File: config.mk
export PLATFORM = sky130hd
export DESIGN_NAME = serial_link_arbiter
export DESIGN_NICKNAME = d
export VERILOG_FILES = /design/src/rtl/serial_link_arbiter.sv
export SDC_FILE = /design/constraint.sdc
export NUM_CORES = 1
export LEC_CHECK = 0
export ABC_AREA = 1
export BUFFER_PORTS_ARGS = -buffer_cell sky130_fd_sc_hd__buf_4
export CAP_MARGIN = 15
export CELL_PAD_IN_SITES_DETAIL_PLACEMENT = 2
export CELL_PAD_IN_SITES_GLOBAL_PLACEMENT = 2
export CORE_MARGIN = 3
export CORE_UTILIZATION = 27
export CTS_CLUSTER_DIAMETER = 200
export CTS_CLUSTER_SIZE = 20
export DETAILED_ROUTE_END_ITERATION = 10
export PLACE_DENSITY_LB_ADDON = 0.1
export RECOVER_POWER = 25
export SLEW_MARGIN = 5
export SYNTH_ARGS = -nofsm -noshare
export SYNTH_HDL_FRONTEND = slang
export SYNTH_SLANG_ARGS = --single-unit
File: constraint.sdc
create_clock -name Clk -period 2.74 [get_ports Clk]
set_clock_uncertainty 0.15 [all_clocks]
set_input_delay 0.137 -clock Clk [delete_from_list [all_inputs] [get_ports Clk]]
set_output_delay 0.137 -clock Clk [all_outputs]
set_load 0.02 [all_outputs]
File: src/rtl/serial_link_arbiter.sv
`timescale 1ns/1ps
// Round-robin arbiter that feeds one byte at a time to a single-line serial
// transmitter and blocks new grants until the 9-bit frame has left the line.
module serial_link_arbiter #(
  parameter int N   = 4,
  parameter int GAP = 0,
  parameter int IW  = $clog2(N)
) (
  input  logic           Clk,
  input  logic           Rst_n,
  input  logic [N-1:0]   Req,
  input  logic [8*N-1:0] Data,
  output logic [N-1:0]   Ack,
  output logic [N-1:0]   Done,
  output logic           Send,
  output logic [7:0]     TxData,
  output logic [IW-1:0]  GrantId,
  output logic           Busy
);

  localparam logic [2:0] S_RECOVER = 3'd0;
  localparam logic [2:0] S_IDLE    = 3'd1;
  localparam logic [2:0] S_LOAD    = 3'd2;
  localparam logic [2:0] S_FRAME   = 3'd3;
  localparam logic [2:0] S_GAPW    = 3'd4;

  localparam logic [3:0] RECOVER_LAST = 4'd8;
  localparam logic [3:0] FRAME_LAST   = 4'd7;
  localparam logic [3:0] GAP_LAST     = 4'(GAP - 1);

  logic [2:0]    r_state;
  logic [3:0]    r_cnt;
  logic [IW-1:0] r_ptr;
  logic          r_send;
  logic [7:0]    r_txData;
  logic [N-1:0]  r_ack;
  logic [N-1:0]  r_done;
  logic [IW-1:0] r_gid;

  logic [IW-1:0] w_gnt;
  logic [IW-1:0] w_idx;
  logic          w_any;
  logic [IW-1:0] w_nextPtr;

  // First requester at or after the pointer, searching upward with wrap.
  always_comb begin
    w_gnt = '0;
    w_idx = '0;
    w_any = 1'b0;
    for (int i = 0; i < N; i++) begin
      w_idx = IW'((int'(r_ptr) + i) % N);
      if (!w_any && Req[w_idx]) begin
        w_any = 1'b1;
        w_gnt = w_idx;
      end
    end
  end

  assign w_nextPtr = (w_gnt == IW'(N - 1)) ? '0 : w_gnt + 1'b1;

  always_ff @(posedge Clk or negedge Rst_n) begin
    if (!Rst_n) begin
      r_state  <= S_RECOVER;
      r_cnt    <= '0;
      r_ptr    <= '0;
      r_send   <= 1'b0;
      r_txData <= '0;
      r_ack    <= '0;
      r_done   <= '0;
      r_gid    <= '0;
    end else begin
      r_ack  <= '0;
      r_done <= '0;
      case (r_state)
        // The transmitter is not reset, so wait out any frame it may still hold.
        S_RECOVER: begin
          if (r_cnt == RECOVER_LAST) begin
            r_cnt   <= '0;
            r_state <= S_IDLE;
          end else begin
            r_cnt <= r_cnt + 1'b1;
          end
        end
        S_IDLE: begin
          if (w_any) begin
            r_gid        <= w_gnt;
            r_txData     <= Data[{w_gnt, 3'b000} +: 8];
            r_send       <= 1'b1;
            r_ack[w_gnt] <= 1'b1;
            r_ptr        <= w_nextPtr;
            r_state      <= S_LOAD;
          end
        end
        S_LOAD: begin
          r_send  <= 1'b0;
          r_cnt   <= '0;
          r_state <= S_FRAME;
        end
        S_FRAME: begin
          if (r_cnt == FRAME_LAST) begin
            r_done[r_gid] <= 1'b1;
            r_cnt         <= '0;
            r_state       <= (GAP > 0) ? S_GAPW : S_IDLE;
          end else begin
            r_cnt <= r_cnt + 1'b1;
          end
        end
        S_GAPW: begin
          if (r_cnt == GAP_LAST) begin
            r_cnt   <= '0;
            r_state <= S_IDLE;
          end else begin
            r_cnt <= r_cnt + 1'b1;
          end
        end
        default: begin
          r_state <= S_RECOVER;
          r_cnt   <= '0;
          r_send  <= 1'b0;
        end
      endcase
    end
  end

  assign Ack     = r_ack;
  assign Done    = r_done;
  assign Send    = r_send;
  assign TxData  = r_txData;
  assign GrantId = r_gid;
  assign Busy    = (r_state != S_IDLE);

endmodule

==> results of run 1 <==
## routing by layer
| layer | share of wire, % | GRT usage [%] | vias up |
|---|---|---|---|
| met5 | 0 | 0 | - |
| met4 | 0.87 | 2.09 | 0 |
| met3 | 4.1 | 2.27 | 4 |
| met2 | 48 | 25.3 | 44 |
| met1 | 47 | 20.5 | 848 |
| li1 | - | - | 905 |
## sequential cells by signal (all words and copies together) (netlist names)
name / cells
TxData: 8
Ack: 4
Done: 4
r_cnt: 4
GrantId: 2
r_ptr: 2
r_state: 2
Send: 1
## cell usage after synthesis
cell type / n / area share, %
nand2_1: 77 / 16
inv_1: 48 / 10
nand3_1: 35 / 9.8
dfrtp_1: 27 / 38
nor2_1: 13 / 2.7
o21ai_0: 8 / 2.2
ha_1: 7 / 4.9
nand2_2: 6 / 2.1
a21oi_1: 5 / 1.4
inv_2: 4 / 0.84
buf_6: 3 / 1.9
nor3_1: 3 / 0.84
or2_0: 3 / 1.1
nand2_4: 2 / 1.3
nand3_2: 2 / 1.1
nor4_1: 2 / 0.70
o21ai_1: 2 / 0.56
or2_2: 2 / 0.70
a31oi_1: 1 / 0.35
a32o_1: 1 / 0.56
buf_4: 1 / 0.42
nand4_1: 1 / 0.35
nor2_2: 1 / 0.35
nor2_4: 1 / 0.63
o22ai_1: 1 / 0.35
xor2_1: 1 / 0.49
## power groups by stage
stage               Sequential (W)  Combinational, W  Clock (W)
global placement          0.000691           0.00191          0
floorplan                 0.000758           0.00133          0
detailed placement        0.000689           0.00198          0
global route              0.000705           0.00223   0.000253
CTS                       0.000682           0.00199   0.000235
finish                    0.000679           0.00194   0.000223
## worst max-delay path by stage
stage	endpoint	cells after the start	from	slack (ns)
2_1_floorplan	r_ptr[1]$_DFFE_PN0P_	12	r_ptr[0]$_DFFE_PN0P_	0.83
3_3_place_gp	r_ptr[1]$_DFFE_PN0P_	12	r_ptr[0]$_DFFE_PN0P_	0.20
3_5_place_dp	r_ptr[1]$_DFFE_PN0P_	12	r_ptr[0]$_DFFE_PN0P_	0.14
4_1_cts	r_ptr[1]$_DFFE_PN0P_	12	r_ptr[0]$_DFFE_PN0P_	0.12
5_1_grt	r_ptr[1]$_DFFE_PN0P_	13	r_ptr[0]$_DFFE_PN0P_	0.05
6_report	r_ptr[1]$_DFFE_PN0P_	13	r_ptr[0]$_DFFE_PN0P_	0.29
## layout make-up
cell class	instances	share of cell area, %
clock buffers	4	1.95
inverters	52	8.43
multi-input cells	174	37.6
flip-flops and latches	27	29.2
well taps	75	4.05
repair buffers	58	18.8
## through the flow
| step | worst slack (ns) | cell area (um2) | util [%] |
|---|---|---|---|
| 6_report | 0.292 | 2310 | 37.5 |
| 5_1_grt | 0.0463 | 2310 | 37.5 |
| 4_1_cts | 0.121 | 2320 | 37.6 |
| 3_5_place_dp | 0.135 | 2260 | 36.7 |
| 3_3_place_gp | 0.203 | 2260 | 36.7 |
| 2_1_floorplan | 0.835 | 1780 | - |
## critical path: cells and delay by family, from the launching register on
| kind | cells | cell delay (ns) |
|---|---|---|
| fa+ha+maj | 1 | 0.31 |
| simple gates | 9 | 0.94 |
| flops | 1 | 0.50 |
| buf+inv | 2 | 0.31 |
| compound gates | 1 | 0.09 |
## what timing repair did
item                       4_1_cts  5_1_grt
gates resized for setup          0        1
hold endpoints to repair        27        0
hold buffers                     1        0
setup endpoints to repair        0        4
## logic make-up (layout without fill, tap and decap cells)
logic type               count (synthesis)  in the layout  synth area share, %
flip-flops                              27             27                 37.9
AO/OA/AOI/OAI                           18             18                 5.48
buffers and inverters                   56            114                 13.3
AND/OR/NAND/NOR                        148            148                 37.9
XOR/XNOR                                 1              1                0.492
adder cells (fa/ha/maj)                  7              7                 4.92
==> impl_metrics.ini, run 1 <==
[status]
outcome = complete, no violations

[logic_synthesis]
synth_cell_types = 26
synth-seq-cells = 27
synth.avg_cell_area_um2 = 6.93
syn_area_um2 = 1780
seq_area_frac_synth_pct = 37.9
syn_inst = 257
syn-num-nets = 302
yosysWarnings = 0

[sta]
fin_crit_ns = 2.45
fin_crit_sh_pct = 89.3
finalSetupViolCount = 0
holdWs_ns = 0.0430
max_slew_margin_pct = 0.660
fmax_ghz = 0.409
rsz0062_at_grt = false
finalSetupTns_ns = 0
final-hold-violation-count = 0
worst_pin_slew_ns = 1.49
maxSlewViolCount = 0

[drt]
via_per_inst = 4.62
ant_nets = 0
post-route-drc-count = 0
vias = 1801
wirelength_mm = 5.28
first_pass_iters = 4
drtIter0Drc = 19
wl_per_cell_um = 13.5

[power_and_ir_drop]
p_leak_nw = 1.32
power.total_w = 0.00284
power_switching_w = 0.00155
combinationalPowerShare_pct = 68.2
intPower_w = 0.00129
ir_worst_vdd_v = 0.000426
p_sw_share_pct = 54.5
power.share.clock_pct = 7.9
seq_power_share_pct = 23.9
power_density_nw_per_um2 = 1230

[floorplanning]
num_rows = 28
die_area_um2 = 7610
start_util_pct = 28.9
io_pins = 58
die_h_um = 87.2
core_area_um2 = 6170
die_w_um = 87.2

[flow_run]
max-cap-violations = 0

[cts]
cts.sink_count = 27
clock_latency_ns = 0.27
clock_tree.root_cell = clkbuf_8
cts_tree = yes
postCtsSetupBuffers = 0
htree_num_levels = 1
cts_buffers = 3
clk_path_buf_depth = 2
cts.clk_slew.worst_paths_ns = 0.09

[cells_and_area]
final_cells = 390
nets = 361
layout_commonest_cell = nand2_1
layout_common_cells = nand2_1, buf_4, inv_1, nand3_1, dfrtp_1
layout-drive-gt1-share_pct = 24.8
nFillCells = 764
antenna_cells = 0
seqCellArea_um2 = 677
syn_to_final_growth_pct = 29.9
multi_input_area_um2 = 870

[global_routing]
grt-ovfl-total = 0
grt_max_degree = 28
antenna_found_initial = 0
gr-usage-all-layers_pct = 14.9
grt_pass1_vias = 1911
grt_pass1_wl_mm = 9.18

[hold_path]
min_path_cells = 5
hold_start = Data[18]
hold-path-endpoint = TxData[2]$_DFFE_PN0P_
hp-class = input pin to register

[worst_setup_path]
path_cells = inv_2 > nand2_1 > nand2_2 > nand2_1 > nand2_1 > nor2_1 > nor2_1 > nand2_4 > nand2_4 > inv_2 > ha_1 > nand2_1 > o21ai_0
required_ns = 2.74
slowest_delay_ns = 0.50
reg2reg_from = r_ptr[0]$_DFFE_PN0P_
cp_max_fo = 23
crit_top_cell = nand2_1
critical_path_arrival_ns = 2.45
rrSetupSlack_ns = 0.29
start_kind = register
rr_endpoint = r_ptr[1]$_DFFE_PN0P_
cp-end-kind = register
critPathSlowestCell = dfrtp_2
criticalPathCategory = register to register
reg2reg_depth = 13

[place]
place_congestion = 0.837
dp_cells = 385
port_buffers = 57
dp_hpwl_mm = 4.40
Power figures use the tool's default switching activity.
==> inputs of run 2 (changes only) <==
--- a/config.mk
+++ b/config.mk
@@ -15,7 +15,7 @@
 export CTS_CLUSTER_DIAMETER = 200
 export CTS_CLUSTER_SIZE = 20
 export DETAILED_ROUTE_END_ITERATION = 10
-export PLACE_DENSITY_LB_ADDON = 0.1
+export PLACE_DENSITY = 0.82
 export RECOVER_POWER = 25
 export SLEW_MARGIN = 5
 export SYNTH_ARGS = -nofsm -noshare
==> run 2 against run 1 <==
The run now ends with capacitance limit left. Power shrank 0.27%. Sequential share of layout area about the same. Flip-flop and latch count stayed put. Core utilization hardly changed. Via count up 0.44%. Hold slack got worse by 0.021 ns. Sequential power about the same. Die area did not move. Design area barely moved. Worst setup slack better by 0.054 ns. Combinational power is essentially flat. Critical endpoint unchanged.
==> impl_metrics.ini, run 2 (synthesis gave the netlist of run 1 again) <==
[place]
place_congestion = 0.749
port_buffers = 57
dp_hpwl_mm = 4.25

[worst_setup_path]
cp-end-kind = register
cp_max_fo = 23
required_ns = 2.76
criticalPathCategory = register to register
start_kind = register
critical_path_arrival_ns = 2.42

[sta]
holdWs_ns = 0.0218
rsz0062_at_grt = false
finalSetupTns_ns = 0
worst_pin_slew_ns = 1.50
fmax_ghz = 0.418
final-hold-violation-count = 0
max_slew_margin_pct = 0.0189
maxSlewViolCount = 0
fin_crit_ns = 2.39
finalSetupViolCount = 0
fin_crit_sh_pct = 87.4

[drt]
drtIter0Drc = 46
first_pass_iters = 5
via_per_inst = 4.64
wl_per_cell_um = 13.6
vias = 1809
ant_nets = 0
wirelength_mm = 5.32
post-route-drc-count = 0

[floorplanning]
die_area_um2 = 7610
io_pins = 58
core_area_um2 = 6170
start_util_pct = 28.9
die_h_um = 87.2
die_w_um = 87.2
num_rows = 28

[power_and_ir_drop]
power_switching_w = 0.00154
power_density_nw_per_um2 = 1220
intPower_w = 0.00129
power.share.clock_pct = 8.5
seq_power_share_pct = 24.0
p_sw_share_pct = 54.5
p_leak_nw = 1.32
ir_worst_vdd_v = 0.000421
combinationalPowerShare_pct = 67.5

[cells_and_area]
layout_common_cells = nand2_1, buf_4, inv_1, nand3_1, dfrtp_1
largest_register_ffs = 8
layout-drive-gt1-share_pct = 25.1
nets = 361
antenna_cells = 0
layout_commonest_cell = nand2_1
nFillCells = 760
syn_to_final_growth_pct = 30.0

[cts]
clk_path_buf_depth = 2
cts_tree = yes
cts.sink_count = 27
cts_buffers = 3
htree_num_levels = 1
postCtsSetupBuffers = 0
clock_latency_ns = 0.28
clock_tree.root_cell = clkbuf_8
cts.clk_slew.worst_paths_ns = 0.10

[global_routing]
grt_pass1_wl_mm = 9.26
antenna_found_initial = 0
gr-usage-all-layers_pct = 15.1
grt_pass1_vias = 1919
grt_max_degree = 28
grt-ovfl-total = 0

[status]
outcome = finished with violations
violations = capacitance limit

[flow_run]
max-cap-violations = 1

[hold_path]
hp-class = input pin to register
[run 2: changes by cell type in the layout (fill, tap and decap cells not counted)]
cell      delta
clkbuf_1     -1
clkinv_2     +1
[run 2: routing by layer]
layer	GRT usage, %	vias to the layer above	routed length [um]
met1	21.6	855	2570
li1	-	905	-
met3	2.37	4	261
met5	0	-	0
met2	24.4	45	2450
met4	2.51	0	40
[run 2: cell type report]
type                       instances  area [um2]  area share, %
clock buffer                       3        41.3           1.78
clock inverter                     1        5.00          0.216
inverter                          52         195           8.43
multi-input combinational        174         870           37.5
sequential                        27         677           29.2
tap                               75        93.8           4.05
timing repair buffer              58         434           18.7
[run 2: power groups by stage]
| stage | logic (W) | registers, W | clock network [W] |
|---|---|---|---|
| floorplan | 0.00133 | 0.000758 | 0 |
| global placement | 0.00184 | 0.000685 | 0 |
| detailed placement | 0.00192 | 0.000685 | 0 |
| CTS | 0.00194 | 0.000683 | 0.000251 |
| global route | 0.00219 | 0.000706 | 0.000262 |
| finish | 0.00191 | 0.000681 | 0.000240 |
[run 2: metrics by stage]
stage	area, um2	std cells	power, W	utilization (%)	setup slack (ns)
2_1_floorplan	1780	257	0.00209	-	0.835
3_3_place_gp	2260	385	0.00253	36.7	0.329
3_5_place_dp	2260	385	0.00261	36.7	0.205
4_1_cts	2320	390	0.00287	37.6	0.190
5_1_grt	2320	390	0.00316	37.6	0.0795
6_report	2320	390	0.00283	37.6	0.346
[run 2: worst max-delay path, cell delays in order (launching register included)]
cell	delay, ns
dfrtp_2	0.51
inv_2	0.17
nand2_1	0.09
nand3_1	0.12
nand2_2	0.11
a21oi_1	0.17
nand2_2	0.15
nand2_4	0.25
inv_2	0.13
ha_1	0.31
nand2_1	0.06
o21ai_0	0.07
[run 2: worst paths after layout]
| kind | slack, ns | end | startpoint | cells past startpoint |
|---|---|---|---|---|
| max in group asynchronous | 0.88 | r_ptr[0]$_DFFE_PN0P_ | Rst_n | 2 |
| setup / recovery | 0.35 | r_ptr[1]$_DFFE_PN0P_ | r_ptr[0]$_DFFE_PN0P_ | 11 |
| hold reg to reg | 0.36 | Done[2]$_DFF_PN0_ | GrantId[0]$_DFFE_PN0P_ | 1 |
| setup reg to reg | 0.35 | r_ptr[1]$_DFFE_PN0P_ | r_ptr[0]$_DFFE_PN0P_ | 11 |
| hold / removal | 0.02 | TxData[0]$_DFFE_PN0P_ | Data[24] | 4 |
| min in group asynchronous | 0.59 | r_cnt[2]$_DFFE_PN0N_ | Rst_n | 2 |
[run 2: timing repair]
item | CTS | global route
hold buffers | 1 | 0
setup endpoints to repair | 0 | 4
resized for setup | 0 | 1
endpoints found under the hold margin | 27 | 0
==> inputs of run 3 (changes only) <==
--- a/config.mk
+++ b/config.mk
@@ -10,12 +10,12 @@
 export CAP_MARGIN = 15
 export CELL_PAD_IN_SITES_DETAIL_PLACEMENT = 2
 export CELL_PAD_IN_SITES_GLOBAL_PLACEMENT = 2
-export CORE_MARGIN = 3
-export CORE_UTILIZATION = 27
+export CORE_UTILIZATION = 28
+export CTS_BUF_LIST = sky130_fd_sc_hd__clkbuf_4 sky130_fd_sc_hd__clkbuf_8
 export CTS_CLUSTER_DIAMETER = 200
 export CTS_CLUSTER_SIZE = 20
 export DETAILED_ROUTE_END_ITERATION = 10
-export PLACE_DENSITY = 0.82
+export PLACE_DENSITY = 0.85
 export RECOVER_POWER = 25
 export SLEW_MARGIN = 5
 export SYNTH_ARGS = -nofsm -noshare
==> run 3 against run 2 <==
The run ends with capacitance limit, slew limit left. Flip-flop and latch count stayed put. Global-route usage increased by 2.4 points. Core utilization up 0.94 points. Non-clock buffer count did not move. Hold slack lost 0.0022 ns. Die area is 12% lower. Design area rose by 0.16%. Power grew 0.62%. First-iteration DRC count grew 2.2%. Fmax shrank 4.4%. Combinational power is essentially flat.
==> impl_metrics.ini, run 3 (synthesis gave the netlist of run 1 again) <==
[floorplanning]
num_rows = 28
die_w_um = 81.8
die_area_um2 = 6690
core_area_um2 = 6030
io_pins = 58
start_util_pct = 29.6
die_h_um = 81.8

[cells_and_area]
antenna_cells = 0
layout_commonest_cell = nand2_1
syn_to_final_growth_pct = 30.2
postLayoutCellArea_um2 = 2320
layout_common_cells = nand2_1, buf_4, inv_1, nand3_1, dfrtp_1
final_cells = 390
nets = 361
layout-drive-gt1-share_pct = 25.1
largest_register_ffs = 8

[sta]
fin_crit_ns = 2.50
finalSetupTns_ns = 0
rsz0062_at_grt = false
holdWs_ns = 0.0196
fin_crit_sh_pct = 91.4
fmax_ghz = 0.400
maxSlewViolCount = 28
finalSetupViolCount = 0
final-hold-violation-count = 0
max_slew_margin_pct = -3.52
worst_pin_slew_ns = 1.55

[cts]
clk_path_buf_depth = 2
cts_buffers = 3
cts.sink_count = 27
clock_latency_ns = 0.28
htree_num_levels = 1
clock_tree.root_cell = clkbuf_8
postCtsSetupBuffers = 0
cts.clk_slew.worst_paths_ns = 0.10
cts_tree = yes

[drt]
via_per_inst = 4.65
wl_per_cell_um = 13.7
first_pass_iters = 2
post-route-drc-count = 0
drtIter0Drc = 47
vias = 1813
ant_nets = 0
wirelength_mm = 5.35

[place]
placed_cell_area_um2 = 2260
dp_hpwl_mm = 4.35
place_congestion = 0.798
dp_cells = 385
port_buffers = 57

[global_routing]
grt-ovfl-total = 0
grt_pass1_vias = 1947
antenna_found_initial = 0
grt_max_degree = 28
top_usage_layer = met2
use_met2_pct = 32.0
gr-usage-all-layers_pct = 17.6
grt_pass1_wl_mm = 8.93
grt_util_met1_pct = 21.3
use_met3_pct = 3.44

[hold_path]
hp-class = input pin to register
hold-path-endpoint = TxData[0]$_DFFE_PN0P_
min_path_cells = 4
hold_start = Data[24]

[worst_setup_path]
reg2reg_depth = 12
start_kind = register
critical_path_arrival_ns = 2.52
cp_max_fo = 23
cp-end-kind = register
rr_endpoint = r_ptr[1]$_DFFE_PN0P_
rrSetupSlack_ns = 0.24
reg2reg_from = r_ptr[0]$_DFFE_PN0P_
required_ns = 2.76
criticalPathCategory = register to register

[flow_run]
max-cap-violations = 1

[status]
violations = capacitance limit, slew limit
outcome = finished with violations

[power_and_ir_drop]
power_density_nw_per_um2 = 1230
ir_worst_vdd_v = 0.000361
p_leak_nw = 1.32
power.total_w = 0.00285
-- run 3: cell types whose count changed in the layout (fill, tap and decap cells not counted), sizes merged --
cell    before  now
clkinv       1    0
clkbuf       4    5
-- run 3: cell type report --
cell class	count	area [um2]
inverter	52	195
sequential	27	676
multi-input combinational	174	872
fill	757	3710
clock buffer	4	48.8
timing repair buffer	58	434
tap	75	93.8
-- run 3: power breakdown --
| part | leakage, nW | internal (W) | switching [W] |
|---|---|---|---|
| Sequential | 0.348 | 0.000551 | 0.000124 |
| Clock | 0.0262 | 0.000114 | 0.000130 |
| Combinational | 0.950 | 0.000641 | 0.00129 |
| Total | 1.32 | 0.00131 | 0.00154 |
-- run 3: per-stage QoR --
stage	utilization, %	setup slack, ns
3_3_place_gp	37.5	0.367
6_report	38.5	0.237
5_1_grt	38.5	0.0176
4_1_cts	38.5	0.185
3_5_place_dp	37.5	0.229
2_1_floorplan	-	0.835
-- run 3: worst max-delay path, stage by stage, from the launching register on --
cell and delay (ns):
dfrtp_1 0.59, inv_2 0.15, nand2_1 0.12, nand3_1 0.11, nand2_2 0.13, nor2_1 0.06
nor2_1 0.17, nand2_4 0.11, nand2_4 0.20, inv_2 0.12, ha_1 0.31, nand2_1 0.07
o21ai_0 0.08
-- run 3: timing repair --
item | in CTS | in global routing
setup endpoints to repair | 0 | 1
resized for setup | 0 | 1
hold buffers | 1 | 0
endpoints found under the hold margin | 27 | 0
-- run 3: worst max-delay path by stage --
stage          slack, ns            startpoint                    to  cells past startpoint
2_1_floorplan       0.83  r_ptr[0]$_DFFE_PN0P_  r_ptr[1]$_DFFE_PN0P_                     12
3_3_place_gp        0.37  r_ptr[0]$_DFFE_PN0P_  r_ptr[1]$_DFFE_PN0P_                     12
3_5_place_dp        0.23  r_ptr[0]$_DFFE_PN0P_  r_ptr[1]$_DFFE_PN0P_                     12
4_1_cts             0.18  r_ptr[0]$_DFFE_PN0P_  r_ptr[1]$_DFFE_PN0P_                     12
5_1_grt             0.02  r_ptr[0]$_DFFE_PN0P_  r_ptr[1]$_DFFE_PN0P_                     12
6_report            0.24  r_ptr[0]$_DFFE_PN0P_  r_ptr[1]$_DFFE_PN0P_                     12
-- run 3: routing by layer --
metal  vias to the layer above  wire (um)
met2                        43       2720
li1                        909          -
met4                         0         53
met1                       854       2380
met5                         -          0
met3                         7        195
